**config.mk**
```make
export PLATFORM = sky130hd
export DESIGN_NAME = maze_path_replayer_flat
export DESIGN_NICKNAME = d
export VERILOG_FILES = /design/src/rtl/maze_pkg.sv /design/src/rtl/maze_path_replayer_if.sv /design/src/rtl/maze_path_replayer_pos_stepper.sv /design/src/rtl/maze_path_replayer.sv /design/src/flat_wrapper.sv
export SDC_FILE = /design/constraint.sdc
export NUM_CORES = 1
export LEC_CHECK = 0
export CORE_MARGIN = 4
export CORE_UTILIZATION = 55
export CTS_CLUSTER_SIZE = 8
export DETAILED_ROUTE_END_ITERATION = 8
export PLACE_DENSITY = 0.85
export SETUP_SLACK_MARGIN = 0.5
export SLEW_MARGIN = 15
export SYNTH_ARGS = -nofsm -noshare
export SYNTH_HDL_FRONTEND = slang
export SYNTH_SLANG_ARGS = --single-unit
```
**constraint.sdc**
```tcl
create_clock -name Clk -period 3.5 [get_ports Clk]
set_clock_uncertainty 0.15 [all_clocks]
set_input_delay 0.525 -clock Clk [delete_from_list [all_inputs] [get_ports Clk]]
set_output_delay 0.525 -clock Clk [all_outputs]
set_load 0.005 [all_outputs]
```
**src/rtl/maze_pkg.sv**
```systemverilog
// Shared move encoding, error codes and replayer states for the maze solver and path checker.
`default_nettype none

package maze_pkg;

  localparam logic [1:0] MOVE_XP = 2'b00;
  localparam logic [1:0] MOVE_YP = 2'b01;
  localparam logic [1:0] MOVE_XM = 2'b10;
  localparam logic [1:0] MOVE_YM = 2'b11;

  localparam logic [1:0] ERR_NONE   = 2'b00;
  localparam logic [1:0] ERR_BOUNDS = 2'b01;
  localparam logic [1:0] ERR_WALL   = 2'b10;
  localparam logic [1:0] ERR_STREAM = 2'b11;

  typedef enum logic [2:0] {
    IDLE      = 3'd0,
    WAIT_MOVE = 3'd1,
    CHECK     = 3'd2,
    EVAL      = 3'd3,
    DONE      = 3'd4,
    ERROR     = 3'd5
  } replay_state_t;

endpackage

`default_nettype wire

```
**src/rtl/maze_path_replayer_if.sv**
```systemverilog
// Move-stream handshake and wall-map read port between the replayer and its environment.
`default_nettype none

interface maze_path_replayer_if;
  import maze_pkg::*;

  logic       move_valid;
  logic [1:0] move_in;
  logic       move_ready;
  logic       stream_end;
  logic       map_rd;
  logic [7:0] map_addr;
  logic       map_data;

  modport master (
    output move_valid, move_in, stream_end, map_data,
    input  move_ready, map_rd, map_addr
  );

  modport slave (
    input  move_valid, move_in, stream_end, map_data,
    output move_ready, map_rd, map_addr
  );

endinterface

`default_nettype wire

```
**src/rtl/maze_path_replayer_pos_stepper.sv**
```systemverilog
// Applies one move code to a 4-bit X/Y position and flags leaving the 16x16 grid.
`default_nettype none

module pos_stepper
  import maze_pkg::*;
(
  input  logic [3:0] cur_x,
  input  logic [3:0] cur_y,
  input  logic [1:0] move,
  output logic [3:0] cand_x,
  output logic [3:0] cand_y,
  output logic       out_of_bounds
);

  logic [4:0] sum_x;
  logic [4:0] sum_y;

  // The fifth bit catches both carry past 15 and borrow below 0.
  always_comb begin
    sum_x = {1'b0, cur_x};
    sum_y = {1'b0, cur_y};
    case (move)
      MOVE_XP: sum_x = {1'b0, cur_x} + 5'd1;
      MOVE_YP: sum_y = {1'b0, cur_y} + 5'd1;
      MOVE_XM: sum_x = {1'b0, cur_x} - 5'd1;
      MOVE_YM: sum_y = {1'b0, cur_y} - 5'd1;
      default: ;
    endcase
    cand_x        = sum_x[3:0];
    cand_y        = sum_y[3:0];
    out_of_bounds = sum_x[4] | sum_y[4];
  end

endmodule

`default_nettype wire

```
**src/rtl/maze_path_replayer.sv**
```systemverilog
// Replays a move stream from the start cell over a walled 16x16 maze and reports goal or error.
`default_nettype none

module maze_path_replayer
  import maze_pkg::*;
#(
  parameter logic [3:0] START_X = 4'd0,
  parameter logic [3:0] START_Y = 4'd15,
  parameter logic [3:0] GOAL_X  = 4'd15,
  parameter logic [3:0] GOAL_Y  = 4'd0
) (
  input  logic                        Clk,
  input  logic                        our_reset,
  input  logic                        start,
  maze_path_replayer_if.slave         link,
  output logic [3:0]                  X,
  output logic [3:0]                  Y,
  output logic [7:0]                  step_count,
  output logic                        done,
  output logic                        error,
  output logic [1:0]                  err_code
);

  localparam logic [7:0] GOAL_CELL     = {GOAL_Y, GOAL_X};
  localparam logic       START_AT_GOAL = ({START_Y, START_X} == GOAL_CELL);

  replay_state_t state, state_nx;
  logic [3:0] cand_x, cand_y, cand_x_nx, cand_y_nx, x_nx, y_nx;
  logic [3:0] step_x, step_y;
  logic       step_oob;
  logic [7:0] step_nx, addr_q, addr_nx;
  logic       done_nx, error_nx;
  logic [1:0] err_nx;

  pos_stepper u_stepper (
    .cur_x         (X),
    .cur_y         (Y),
    .move          (link.move_in),
    .cand_x        (step_x),
    .cand_y        (step_y),
    .out_of_bounds (step_oob)
  );

  assign link.move_ready = (state == WAIT_MOVE);
  assign link.map_rd     = (state == CHECK);
  assign link.map_addr   = addr_q;

  always_comb begin
    state_nx  = state;
    x_nx      = X;
    y_nx      = Y;
    cand_x_nx = cand_x;
    cand_y_nx = cand_y;
    step_nx   = step_count;
    addr_nx   = addr_q;
    done_nx   = done;
    error_nx  = error;
    err_nx    = err_code;
    case (state)
      IDLE, DONE, ERROR: begin
        if (start) begin
          x_nx     = START_X;
          y_nx     = START_Y;
          step_nx  = 8'd0;
          error_nx = 1'b0;
          err_nx   = ERR_NONE;
          done_nx  = START_AT_GOAL;
          state_nx = START_AT_GOAL ? DONE : WAIT_MOVE;
        end
      end
      WAIT_MOVE: begin
        // A pending move wins over end-of-stream in the same cycle.
        if (link.move_valid) begin
          if (step_oob) begin
            state_nx = ERROR;
            error_nx = 1'b1;
            err_nx   = ERR_BOUNDS;
          end else begin
            cand_x_nx = step_x;
            cand_y_nx = step_y;
            addr_nx   = {step_y, step_x};
            state_nx  = CHECK;
          end
        end else if (link.stream_end) begin
          state_nx = ERROR;
          error_nx = 1'b1;
          err_nx   = ERR_STREAM;
        end
      end
      CHECK: state_nx = EVAL;
      EVAL: begin
        if (link.map_data) begin
          state_nx = ERROR;
          error_nx = 1'b1;
          err_nx   = ERR_WALL;
        end else begin
          x_nx    = cand_x;
          y_nx    = cand_y;
          step_nx = (step_count == 8'hFF) ? step_count : step_count + 8'd1;
          if ({cand_y, cand_x} == GOAL_CELL) begin
            state_nx = DONE;
            done_nx  = 1'b1;
          end else begin
            state_nx = WAIT_MOVE;
          end
        end
      end
      default: state_nx = IDLE;
    endcase
  end

  always_ff @(posedge Clk or posedge our_reset) begin
    if (our_reset) begin
      state      <= IDLE;
      X          <= START_X;
      Y          <= START_Y;
      cand_x     <= 4'd0;
      cand_y     <= 4'd0;
      step_count <= 8'd0;
      addr_q     <= 8'd0;
      done       <= 1'b0;
      error      <= 1'b0;
      err_code   <= ERR_NONE;
    end else begin
      state      <= state_nx;
      X          <= x_nx;
      Y          <= y_nx;
      cand_x     <= cand_x_nx;
      cand_y     <= cand_y_nx;
      step_count <= step_nx;
      addr_q     <= addr_nx;
      done       <= done_nx;
      error      <= error_nx;
      err_code   <= err_nx;
    end
  end

endmodule

`default_nettype wire

```
**src/flat_wrapper.sv**
```systemverilog
// flat-port wrapper written by rule: the top's interface ports become plain ports
module maze_path_replayer_flat import maze_pkg::*;
#(
  parameter logic [3:0] START_X = 4'd0,
  parameter logic [3:0] START_Y = 4'd15,
  parameter logic [3:0] GOAL_X  = 4'd15,
  parameter logic [3:0] GOAL_Y  = 4'd0
)
  (Clk, our_reset, start, X, Y, step_count, done, error, err_code, link_move_valid, link_move_in, link_stream_end, link_map_data, link_move_ready, link_map_rd, link_map_addr);
  maze_path_replayer_if link_i ();
  input  logic Clk;
  input  logic our_reset;
  input  logic start;
  output logic [3:0] X;
  output logic [3:0] Y;
  output logic [7:0] step_count;
  output logic done;
  output logic error;
  output logic [1:0] err_code;
  input wire logic [$bits(link_i.move_valid)-1:0] link_move_valid;
  input wire logic [$bits(link_i.move_in)-1:0] link_move_in;
  input wire logic [$bits(link_i.stream_end)-1:0] link_stream_end;
  input wire logic [$bits(link_i.map_data)-1:0] link_map_data;
  output wire logic [$bits(link_i.move_ready)-1:0] link_move_ready;
  output wire logic [$bits(link_i.map_rd)-1:0] link_map_rd;
  output wire logic [$bits(link_i.map_addr)-1:0] link_map_addr;
  assign link_i.move_valid = link_move_valid;
  assign link_i.move_in = link_move_in;
  assign link_i.stream_end = link_stream_end;
  assign link_i.map_data = link_map_data;
  assign link_move_ready = link_i.move_ready;
  assign link_map_rd = link_i.map_rd;
  assign link_map_addr = link_i.map_addr;
  maze_path_replayer #(.START_X(START_X), .START_Y(START_Y), .GOAL_X(GOAL_X), .GOAL_Y(GOAL_Y)) u_core (.Clk(Clk), .our_reset(our_reset), .start(start), .link(link_i), .X(X), .Y(Y), .step_count(step_count), .done(done), .error(error), .err_code(err_code));
endmodule
```
# Word level (Yosys, flattened, before mapping)
# Cells that the tools add are included.
[word_totals]
latch_bits = 0
rom_bits = 0
reg_bits = 39
ram_bits = 0
memories = 0
[op_classes]
n_mux = 34
div = 0
eq_ne = 17
multipliers = 0
add_sub_neg = 5
magnitude_cmp = 0
n_reduce_logical = 11
n_shift = 0
bitwise = 2
[ops]
columns = ["op", "n"]
rows = [
  ["8-bit 2-to-1 mux", 3],
  ["5-bit case mux with 2 select lines", 2],
  ["3-bit 2-to-1 mux", 6],
  ["4-bit 2-to-1 mux", 4],
  ["4-bit case mux with 2 select lines", 2],
  ["8-bit case mux with 2 select lines", 1],
  ["3-bit case mux with 4 select lines", 1],
  ["4-bit by 1-bit adder with 5-bit output (second input constant)", 2],
  ["2-bit 2-to-1 mux", 5],
  ["4-bit by 1-bit subtractor with 5-bit output (second input constant)", 2],
  ["8-bit by 1-bit adder with 8-bit output (second input constant)", 1],
  ["8-bit by 4-bit == test with 1-bit output (second input constant)", 1],
  ["8-bit == test (second input constant)", 1],
  ["2-bit != test (second input constant)", 4],
  ["4-bit AND reduction", 2],
  ["1-bit 2-to-1 mux", 7],
  ["3-bit by 2-bit == test with 1-bit output (second input constant)", 2],
  ["3-bit == test (second input constant)", 2],
  ["2-bit case mux with 3 select lines", 1],
  ["3-bit AND reduction", 2],
  ["5-bit AND reduction", 1],
  ["2-bit == test (second input constant)", 2],
  ["3-bit by 1-bit == test with 1-bit output (second input constant)", 1],
  ["3-bit zero test", 1],
  ["13 further kinds", 13],
]

# Longest topological paths before layout
[logic_depth]
depth_word = 6
depth_mapped = 9
mapped_depth_nobuf = 7

# Hierarchy
# Synthesis repeated with hierarchy kept, for this count alone.
[unflattened]
hier_cells = 183
hier_area_um2 = 1803.0
[modules_own_cells]
columns = ["mod", "area_each_um2", "cells_per_inst", "instances"]
rows = [
  ["maze_path_replayer", 1517.7, 147, 1],
  ["pos_stepper", 285.3, 36, 1],
]

# Worst setup path before layout
# Ideal clock, no wire load.
[synth_path]
path_type = "in2reg"
startpoint = "input link_move_in[0]"
endpoint = "register u_core.cand_x[0]"
t_arrival_ns = 2.211
n_path_buf = 2
t_required_ns = 3.222
cell_stages = 9
slack_ns = 1.011
path_cell_list = "buf_2 -> nand2b_1 -> xnor2_1 -> ha_1 -> and4b_1 -> a2111oi_4 -> o21a_1 -> buf_4 -> mux2_1"
[synth_between]
elab_chain_len = 5
[synth_rtl]
columns = ["element", "line_no", "text"]
rows = [
  ["from (decl)", "flat_wrapper.sv:21", "input wire logic [$bits(link_i.move_in)-1:0] link_move_in;"],
  ["2-bit == test (tied with other cells)", "maze_path_replayer_pos_stepper.sv:22", "case (move)"],
  ["5-bit case mux with 2 select lines", "maze_path_replayer_pos_stepper.sv:22", ""],
  ["1-bit OR", "maze_path_replayer_pos_stepper.sv:31", "out_of_bounds = sum_x[4] | sum_y[4];"],
  ["1-bit NOT (no source line)", "--", ""],
  ["3-bit AND reduction (no source line)", "--", ""],
  ["to (signal assigned)", "maze_path_replayer.sv:128", "cand_x <= cand_x_nx;"],
  ["to (decl)", "maze_path_replayer.sv:28", "logic [3:0] cand_x, cand_y, cand_x_nx, cand_y_nx, x_nx, y_nx;"],
]
# Several ways; a longest one is shown, not always the timed one.
# A chain may end at the register's enable or synchronous reset.

# Final worst setup path
[layout_path]
startpoint = "input link_move_in[1]"
endpoint = "register u_core.addr_q[7], in the netlist u_core.link.map_addr[7]"
[layout_between]
elab_chain_len = 5
[layout_rtl]
columns = ["element", "line_no", "text"]
rows = [
  ["2-bit == test (tied with other cells)", "maze_path_replayer_pos_stepper.sv:22", ""],
  ["5-bit case mux with 2 select lines", "maze_path_replayer_pos_stepper.sv:22", ""],
  ["1-bit OR", "maze_path_replayer_pos_stepper.sv:31", ""],
  ["1-bit NOT (no source line)", "--", ""],
  ["3-bit AND reduction (no source line)", "--", ""],
  ["to (signal assigned)", "maze_path_replayer.sv:131", "addr_q <= addr_nx;"],
  ["to (decl)", "maze_path_replayer.sv:31", "logic [7:0] step_nx, addr_q, addr_nx;"],
]
# Several ways; a longest one is shown, not always the timed one.

==> impl_metrics.py <==
metrics = {
    "critical_path": {
        "required_time_worst_endpoint_ps": 3550,
        "critPathLaunchType": "input pin",
        "worstSetupPathType": "input pin to flop",
        "ff2ff_setup_slack_ps": 1150,
        "worst_setup_path_end_kind": "flop",
        "worst_r2r_startpoint": "u_core.X[1]",
        "ff2ff_path_depth": 6,
        "worstPathMaxFanout": 12,
        "end_of_the_worst_register_to_register_path": "u_core.link.map_addr[7]",
        "cp.arrival_ps": 2890,
        "cp-startpoint": "link_move_in[1]",
    },
    "finish": {
        "areaGrowthSynthToFinish_pct": 25.5,
        "layout-drive-gt1-share_pct": 11.8,
        "mostFrequentLayoutCell": "clkdlybuf4s50_1",
        "fin_nets": 231,
        "n_fill_cell": 252,
        "layout.cells.most_common_list": "37 x clkdlybuf4s50_1, 27 x nand2_1, 27 x dfrtp_1",
        "utilization_pct": 73.2,
        "final_antenna_diode_count": 0,
    },
    "logic_synthesis": {
        "ys_async_sr_fraction_pct": 100,
        "netlist_instances": 180,
        "post_synthesis_sequential_element_count": 31,
        "synth.yosys.seq_area_share_pct": 43.2,
        "synth_warnings": 0,
        "synth_nets": 191,
        "synth-main-ff-cell": "dfrtp_1",
        "netlist_area_mm2": 0.00181,
        "syn_area_per_cell_um2": 10.1,
        "synth_edf_count": 0,
        "ys_types": 50,
    },
    "clocking": {
        "worst_setup_hold_path_clk_slew_ps": 90,
        "clock_tree_from_tritoncts": "done",
        "insertion_delay_ps": 320,
        "clkSinkCount": 31,
        "cts_buf_count": 5,
        "cts.repair_timing.setup_buffer_count": 0,
        "cts_root_buf": "clkbuf_4",
        "cts-htree-levels": 2,
        "cts_max_path_buffers": 2,
    },
    "power_and_ir_drop": {
        "peak_supply_drop_mv": 0.387,
        "fin_total_pwr_mw": 1.51,
        "power_per_cell_area_mw_per_mm2": 665,
        "power.leakage_nw": 0.895,
    },
    "die": {
        "die_x_um": 65.4,
        "core.rowCount": 20,
        "die_h_um": 65.4,
        "placeableCoreArea_mm2": 0.00310,
        "initial_core_util_pct": 58.3,
        "pin_count": 38,
        "floorplan.die_area_mm2": 0.00427,
    },
    "route": {
        "routed_wirelength_mm": 4.27,
        "final_antenna_net_count": 0,
        "drt_drc_violations_left": 0,
        "detail_route.wl_per_cell_um": 16.1,
        "drt-pass1-iter-count": 4,
        "detail_route.iter0.violations": 69,
        "dr_total_vias": 1515,
        "avgViaCountPerCell": 5.72,
    },
    "global_routing": {
        "antenna_found_initial": 0,
        "first_global_vias": 1515,
        "grt_max_degree": 31,
        "wire_length_of_the_first_global_routing_pass_mm": 7.15,
        "grt_util_all_layers_pct": 21.6,
        "overflow_left_after_global_routing": 0,
    },
    "timing": {
        "report.final.hold_viol_count": 0,
        "grt_setup_unrepaired": "false",
        "setup-violations-final": 0,
        "final.period_utilization_pct": 81.3,
        "timing.slew.headroom_pct": 59.1,
        "final.min_clock_period_ps": 2850,
        "max_freq_mhz": 351,
        "timing_max_transition_violations_final": 0,
        "worstMarginPinSlew_ps": 608,
        "setup_tns_ps": 0,
    },
    "hold_path": {
        "timing.hold.worst_path_depth": 2,
        "hold_class": "flop to flop",
        "endpoint_with_the_worst_hold_slack": "u_core.Y[0]",
        "startpoint_of_the_most_critical_hold_path": "u_core.cand_y[0]",
    },
    "run_status": {
        "run_status": "finished, final reports clean",
    },
    "placement": {
        "io_buffers": 37,
        "routability_congestion_estimate": 0.875,
        "dp_hpwl_mm": 3.20,
    },
    "job": {
        "cap_viol_max_count": 0,
    },
}
-- per-stage QoR --
stage	setup WS (ps)	cells	cell area (um2)	hold slack [ps]
floorplan	1010	180	1810	340
global placement	362	257	2220	345
detailed placement	235	257	2220	352
CTS	554	265	2270	364
global route	512	265	2270	399
finish	654	265	2270	361
-- cells by family (layout without fill, tap and decap cells) --
| family | after synthesis | after routing | synth area share [%] |
|---|---|---|---|
| and+or+nand+nor | 74 | 74 | 24.4 |
| DFF | 31 | 31 | 43.2 |
| buffers and inverters | 11 | 52 | 2.83 |
| AOI/OAI and AO/OA | 40 | 40 | 15.8 |
| muxes | 13 | 13 | 7.88 |
| xor gates and xnor gates | 8 | 8 | 3.87 |
| adders and majority gates | 3 | 3 | 2.07 |
-- flip-flops by register name (all words and copies together), names as in the netlist --
name                  flops
u_core.err_code           2
u_core.Y                  4
u_core.cand_y             3
u_core.X                  4
u_core.error              1
u_core.cand_x             3
u_core.step_count         8
u_core.link.map_addr      2
u_core.done               1
u_core.state              3
-- cell usage after synthesis (all sizes together), types with 3 or more instances --
| master | instances | area, um2 |
|---|---|---|
| a21oi | 5 | 28.8 |
| and4b | 3 | 30.0 |
| buf | 4 | 25.0 |
| clkbuf | 3 | 11.3 |
| dfrtp | 27 | 676 |
| dfstp | 4 | 105 |
| ha | 3 | 37.5 |
| inv | 4 | 15.0 |
| mux2 | 10 | 113 |
| mux2i | 3 | 30.0 |
| nand2 | 27 | 101 |
| nand2b | 7 | 43.8 |
| nor2 | 3 | 11.3 |
| nor2b | 4 | 25.0 |
| nor3 | 6 | 40.0 |
| nor3b | 4 | 40.0 |
| o211ai | 3 | 22.5 |
| o21ai | 16 | 80.1 |
| o31ai | 3 | 22.5 |
| xnor2 | 6 | 52.6 |
-- worst max-delay path by stage --
stage                               to  slack (ps)  depth (start not counted)
6_report       u_core.link.map_addr[7]         650                          8
5_1_grt               u_core.cand_y[0]         510                          8
4_1_cts        u_core.link.map_addr[7]         550                          8
3_5_place_dp   u_core.link.map_addr[3]         240                          8
3_3_place_gp          u_core.cand_y[2]         360                          8
2_1_floorplan         u_core.cand_x[0]        1010                          9
-- report_power, final --
part,internal (mW),switching [mW]
logic,0.381,0.298
registers,0.488,0.151
clock network,0.0800,0.112
-- critical path, cell delays in order --
cell and delay [ps]:
clkdlybuf4s50_1 680, nand2b_1 120, xnor2_1 160, ha_1 220, nor3b_2 80, a2111oi_4 420, o21a_2 330, mux2_1 350
-- routing by layer --
layer,routed length [um],share of wire [%],vias up,GRT usage (%)
met5,0,0,-,0
met4,54,1.3,0,6.22
met3,146,3.4,8,4.10
met2,2220,52,33,38.4
met1,1850,43,736,26.5
li1,-,-,738,-
-- layout make-up --
cell class                 instances  area [um2]  area share (%)
multi-input combinational        138         978            43.1
sequential                        31         781            34.4
timing repair buffer              40         393            17.3
tap                               44        55.1            2.42
clock buffer                       8        48.8            2.15
inverter                           4        15.0           0.661
-- timing repair --
action	4_1_cts	5_1_grt
hold buffers	0	0
endpoints found under the setup margin	0	8
gates resized for setup	0	1
Note: power is estimated with default switching activity, not from simulation.
